<file path="config.mk">
export PLATFORM = sky130hd
export DESIGN_NAME = tap_tempo
export DESIGN_NICKNAME = d
export VERILOG_FILES = /design/src/rtl/tap_tempo.sv
export SDC_FILE = /design/constraint.sdc
export NUM_CORES = 1
export LEC_CHECK = 0
export BUFFER_PORTS_ARGS = -buffer_cell sky130_fd_sc_hd__buf_4
export CORE_MARGIN = 3
export CORE_UTILIZATION = 45
export CTS_CLUSTER_DIAMETER = 30
export DETAILED_ROUTE_END_ITERATION = 8
export PLACE_DENSITY = 0.64
export SLEW_MARGIN = 30
export SYNTH_ARGS = -nofsm -noshare
export SYNTH_HDL_FRONTEND = slang
export SYNTH_SLANG_ARGS = --single-unit
</file>
<file path="constraint.sdc">
create_clock -name clk -period 2.75 [get_ports clk]
set_input_delay 0.4125 -clock clk [delete_from_list [all_inputs] [get_ports clk]]
set_output_delay 0.4125 -clock clk [all_outputs]
set_load 0.02 [all_outputs]
</file>
<file path="src/rtl/tap_tempo.sv">
// tap_tempo: measures the interval between footswitch taps in audio sample
// periods and publishes it as the delay-line length.
//   clk         system clock
//   nrst        asynchronous active-low reset
//   tap         one-cycle tap pulse from the edge detector
//   sample_tick one-cycle strobe per audio sample period
//   delay_len   current delay length in samples (LEN_W bits)
//   len_valid   one-cycle pulse after delay_len is updated
//   tapping     high while a tap sequence is in progress
module tap_tempo #(
    parameter int LEN_W       = 16,
    parameter int MIN_LEN     = 480,
    parameter int MAX_LEN     = 65535,
    parameter int DEFAULT_LEN = 24000
) (
    input  logic             clk,
    input  logic             nrst,
    input  logic             tap,
    input  logic             sample_tick,
    output logic [LEN_W-1:0] delay_len,
    output logic             len_valid,
    output logic             tapping
);
    typedef enum logic {IDLE, COUNT} state_t;

    localparam logic [LEN_W-1:0] MIN_L = LEN_W'(MIN_LEN);
    localparam logic [LEN_W-1:0] MAX_L = LEN_W'(MAX_LEN);
    localparam logic [LEN_W-1:0] DEF_L = LEN_W'(DEFAULT_LEN);

    state_t           state, state_nxt;
    logic [LEN_W-1:0] cnt, cnt_nxt;
    logic [LEN_W-1:0] prev, prev_nxt;
    logic             have_prev, have_prev_nxt;
    logic [LEN_W-1:0] len_nxt;
    logic             valid_nxt;
    logic [LEN_W:0]   sum;

    // One extra bit so the two-interval average cannot overflow.
    assign sum = {1'b0, prev} + {1'b0, cnt};

    always_comb begin
        state_nxt     = state;
        cnt_nxt       = cnt;
        prev_nxt      = prev;
        have_prev_nxt = have_prev;
        len_nxt       = delay_len;
        valid_nxt     = 1'b0;
        case (state)
            IDLE: begin
                if (tap) begin
                    state_nxt     = COUNT;
                    cnt_nxt       = '0;
                    have_prev_nxt = 1'b0;
                end
            end
            COUNT: begin
                if (tap && cnt >= MIN_L) begin
                    // Accepted tap wins over a coincident tick, including
                    // the timeout tick at cnt == MAX_LEN.
                    len_nxt       = have_prev ? sum[LEN_W:1] : cnt;
                    prev_nxt      = cnt;
                    have_prev_nxt = 1'b1;
                    cnt_nxt       = '0;
                    valid_nxt     = 1'b1;
                end else if (sample_tick && cnt == MAX_L) begin
                    // Sequence abandoned; keep the last published length.
                    state_nxt     = IDLE;
                    have_prev_nxt = 1'b0;
                end else if (sample_tick) begin
                    // Bounce taps (cnt < MIN_LEN) land here and are ignored.
                    cnt_nxt = cnt + 1'b1;
                end
            end
            default: state_nxt = IDLE;
        endcase
    end

    always_ff @(posedge clk or negedge nrst) begin
        if (!nrst) begin
            state     <= IDLE;
            cnt       <= '0;
            prev      <= '0;
            have_prev <= 1'b0;
            delay_len <= DEF_L;
            len_valid <= 1'b0;
            tapping   <= 1'b0;
        end else begin
            state     <= state_nxt;
            cnt       <= cnt_nxt;
            prev      <= prev_nxt;
            have_prev <= have_prev_nxt;
            delay_len <= len_nxt;
            len_valid <= valid_nxt;
            tapping   <= (state_nxt == COUNT);
        end
    end
endmodule

</file>
Yosys cells after proc, flatten, opt, wreduce, memory -nomap -nowiden
Index checks and enable logic that the tools add are counted.
- register bits: 51
- output and inout bits: 18
- logic and storage cells: 36
- add/sub/neg operators: 2
- magnitude comparators: 1
- equality and inequality tests: 5
- muxes and demuxes: 16
- bitwise gates (word level): 1
- reductions and logical operators: 5
- operators with widths (cell ; number):
    $mux W16 ; 5
    $pmux W16 S2 ; 1
    $add A16 B16 Y17 ; 1
    $add A16 B1 Y16 const B ; 1
    $eq A16 B16 Y1 const B ; 1
    $ge A16 B9 Y1 const B ; 1
    $mux W1 ; 8
    $pmux W1 S2 ; 2
    $reduce_and A2 Y1 ; 2
    $ne A3 B1 Y1 const B ; 1
    $ne A3 B2 Y1 const B ; 1
    $ne A3 B3 Y1 const B ; 1
    $reduce_and A3 Y1 ; 1
    $logic_and A1 B1 Y1 ; 2
    $ne A2 B2 Y1 const B ; 1
    $not A1 Y1 ; 1

Longest topological paths before layout
- depth after elaboration: 5
- gate-level depth with buffers: 9
- mapped depth without buffers: 8

Least setup slack after synthesis
OpenSTA, ideal clock, no wires.
- path type: register to register
- start point: register cnt[0]
- end point: register delay_len[15]
- setup time: 0.141 ns
- data arrival time: 2.260 ns
- required time: 2.609 ns
- setup slack: 0.348 ns
- stages on the path, launching flop included: 10
- path buffers: 1
- path through: dfrtp_1 clkbuf_1 and2_1 fa_1 a211oi_1 o21ai_0 o41ai_1 o21ai_0 a21oi_1 o221ai_1
- longest elaborated chain between the ends: 3
- ends and longest elaborated chain (item ; line ; text):
    from (decl) ; 31 ; logic [LEN_W-1:0] cnt, cnt_nxt;
    from (signal assigned) ; 89 ; cnt <= cnt_nxt;
    $ge A16 B9 Y1 ; 57 ; if (tap && cnt >= MIN_L) begin
    $logic_and A1 B1 Y1 ; 57 ;
    $reduce_and A2 Y1 (no source line) ; - ;
    to (signal assigned) ; 92 ; delay_len <= len_nxt;
    to (decl) ; 20 ; output logic [LEN_W-1:0] delay_len,
Parallel ways exist; a longest one is shown, timed or not.
A chain may end at the register's enable or synchronous reset.

Worst setup path in the final report
- start point: register cnt[1]
- end point: register cnt[13]
- longest elaborated chain between the ends: 5
- ends and longest elaborated chain (item ; line ; text):
    $add A16 B1 Y16 ; 71 ; cnt_nxt = cnt + 1'b1;
    $mux W16 ; 69 ; end else if (sample_tick) begin
    $mux W16 ; 65 ; end else if (sample_tick && cnt == MAX_L) begin
    $mux W16 ; 57 ;
    $pmux W16 S2 ; 48 ; case (state)
Parallel ways exist; a longest one is shown, timed or not. The select of a mux whose other input is x is not followed.

==> impl_metrics.ini <==
[logic_synthesis]
synth_flop_cell = dfrtp_1
synth-seq-cells = 51
synth_compound_area_frac = 0.183
synth.net_count = 372
synthAdderAreaFrac = 0.0739
postSynthAreaPerCell_sq_um = 9.00
yosys.cell_types.count = 47
async_flop_share = 1.00
synth_edf_count = 0
synth-simple-area-share = 0.215
synth.area.mux_share = 0.0350
yosys_warnings = 0
syn_inst = 350
synth_top_family_by_area = simple AND/OR/NAND/NOR gates
ys_seq_area_frac = 0.408
synth_xor_area_frac = 0.0501
syn_area_sq_mm = 0.00315

[worst_setup_path]
cp-start-kind = register
reg2reg_depth = 7
crit_path_end_kind = register
r2r_setup_slack_ns = 0.24
critPathRequiredTime_ns = 2.97
crit_type = reg -> reg
crit_fanout = 16
r2r_start = cnt[1]
crit_arrival_ns = 2.73
timing.rr.end = cnt[13]

[sta]
setup-tns-final_ns = 0
setup_slack_ns = 0.244
finalSetupViolations = 0
clock_skew_ns = 0.0135
finalCritPeriodShare = 0.911
fin_crit_ns = 2.51
worstMarginPinSlew_ns = 0.663
fmax_mhz = 399
max_slew_margin = 0.558
whs_ns = 0.122
slew_violations = 0
hold_violations = 0
rsz0062_at_grt = no

[cells_and_area]
num_antenna_cells = 0
drive_gt1_frac = 0.144
area_growth_pct = 12.0
fin_nets = 397
post-route-cell-area_sq_mm = 0.00353

[global_routing]
grt_pass1_vias = 2625
grt_overflow_total = 0
grt.total_usage = 0.204
antenna_found_initial = 0
grt_pass1_wl_um = 12800
grt_max_degree = 52

[routing]
vias = 2645
drc_errors = 0
antenna_left = 0
drtIter0Drc = 158
viasPerCell = 5.64
wl_per_cell_um = 15.4
dr.pass1.iters = 4
drt-total-wl_um = 7230

[cts]
hold_buffers = 0
cts_tree = yes
cts.clk_slew.worst_paths_ns = 0.09
cts_sinks = 51
cts_htree_levels = 2
cts_buffers = 5
clockBufferDepth = 2
clock_latency_ns = 0.31
root_buffer = clkbuf_8

[placed_design]
place_area_sq_mm = 0.00344
place_congestion = 0.923
dp_slack_ns = 0.225
port_buffers = 21
dp_hpwl_um = 5120

[floorplanning]
die_h_um = 89.7
core_sq_mm = 0.00657
dieArea_sq_mm = 0.00804
ios = 22
rows = 29
die_x_um = 89.7
start_util = 0.480

[run_status]
outcome = complete, no violations

[run]
maxCapViolations = 0

[hold_path]
hp-class = in -> async

[pwr]
peakVddDrop_mv = 0.349
p_leak_nw = 1.70
power_density_mw_per_mm2 = 754
[per-stage QoR]
stage | power, mW | cells | utilization
after floorplan | 1.88 | 350 | -
after global placement | 2.24 | 461 | 0.523
after detailed placement | 2.26 | 461 | 0.523
after CTS | 2.70 | 469 | 0.536
after global routing | 2.89 | 469 | 0.537
final | 2.66 | 469 | 0.537
[cell families (layout without fill, tap and decap cells)]
group	after synthesis	count (layout)
adder cells (fa/ha/maj)	18	18
AO/OA/AOI/OAI	88	88
AND/OR/NAND/NOR	141	141
flip-flops	51	51
buffers and inverters	23	49
XOR/XNOR	18	18
multiplexers	11	11
[repair_timing]
item | CTS | global route
setup buffers | 0 | 0
hold endpoints to repair | 0 | 0
setup endpoints to repair | 0 | 1
gates resized for setup | 0 | 1
[power breakdown]
part           internal [mW]  switching [mW]
Sequential             0.962           0.199
Clock                  0.182           0.241
Combinational          0.474           0.601
[worst max-delay path, stage by stage, from the launching register on]
cell	delay, ns
dfrtp_1	0.41
buf_4	0.17
ha_1	0.25
and4_4	0.19
a41o_1	0.37
a21o_1	0.39
or4_1	0.47
a21oi_1	0.16
[Yosys cell counts (3+ instances only)]
cell,n,share of area
or4_1,3,0.0072
or3_1,7,0.014
a211oi_1,8,0.019
and3_1,7,0.014
nor2_1,12,0.014
clkbuf_1,10,0.012
nor3_1,8,0.013
mux2i_1,11,0.035
ha_1,17,0.068
dfrtp_1,44,0.35
xor2_1,4,0.011
o21ai_0,29,0.046
a21oi_1,17,0.027
nand4_1,4,0.0079
nor3b_1,6,0.014
inv_1,7,0.0083
a21o_1,8,0.019
nand3_1,12,0.019
xnor2_1,14,0.039
nand2_1,71,0.085
dfstp_2,7,0.058
buf_6,3,0.011
o211ai_1,6,0.014
[layer usage]
| metal | up-vias | track usage | wire, um |
|---|---|---|---|
| met5 | - | 0 | 0 |
| met4 | 0 | 0.0609 | 99 |
| met3 | 11 | 0.0356 | 385 |
| met2 | 59 | 0.314 | 3260 |
| met1 | 1258 | 0.294 | 3480 |
| li1 | 1317 | - | - |
[state kept, by name (all words and copies together), names as in the netlist]
signal and flops:
len_valid 1, state 1, have_prev 1, delay_len 16
prev 16, cnt 16
[cell usage in the layout (no fill, tap or decap), drive strengths merged, types with 2 or more instances in the layout]
cell type	instances
a211oi	8
buf	34
ha	17
o211ai	6
nor3	8
a21oi	17
o31ai	2
xnor2	14
xor2	4
a221oi	2
a2111oi	3
clkbuf	8
a21o	8
nand2	71
or3	7
a211o	2
o21ai	29
and4	2
a31oi	2
nand3	12
or4	3
inv	7
dfrtp	44
nor3b	6
and3	8
and2	2
nor2	12
nor4	2
o21a	2
dfstp	7
nand4	4
nand3b	2
mux2i	11
[how the worst max path moves through the flow]
stage | startpoint | endpoint | slack [ns]
CTS | prev[0] | delay_len[15] | 0.19
floorplan | cnt[0] | delay_len[15] | 0.35
global placement | prev[0] | delay_len[15] | 0.29
detailed placement | prev[0] | delay_len[15] | 0.23
finish | cnt[1] | cnt[13] | 0.24
global route | cnt[1] | cnt[13] | 0.06
[layout make-up]
type	count	area (sq um)
clock buffer	8	80.1
fill	629	3040
inverter	7	26.3
multi-input combinational	276	1760
sequential	51	1290
tap	93	116
timing repair buffer	34	255
Power figures use the tool's default switching activity.
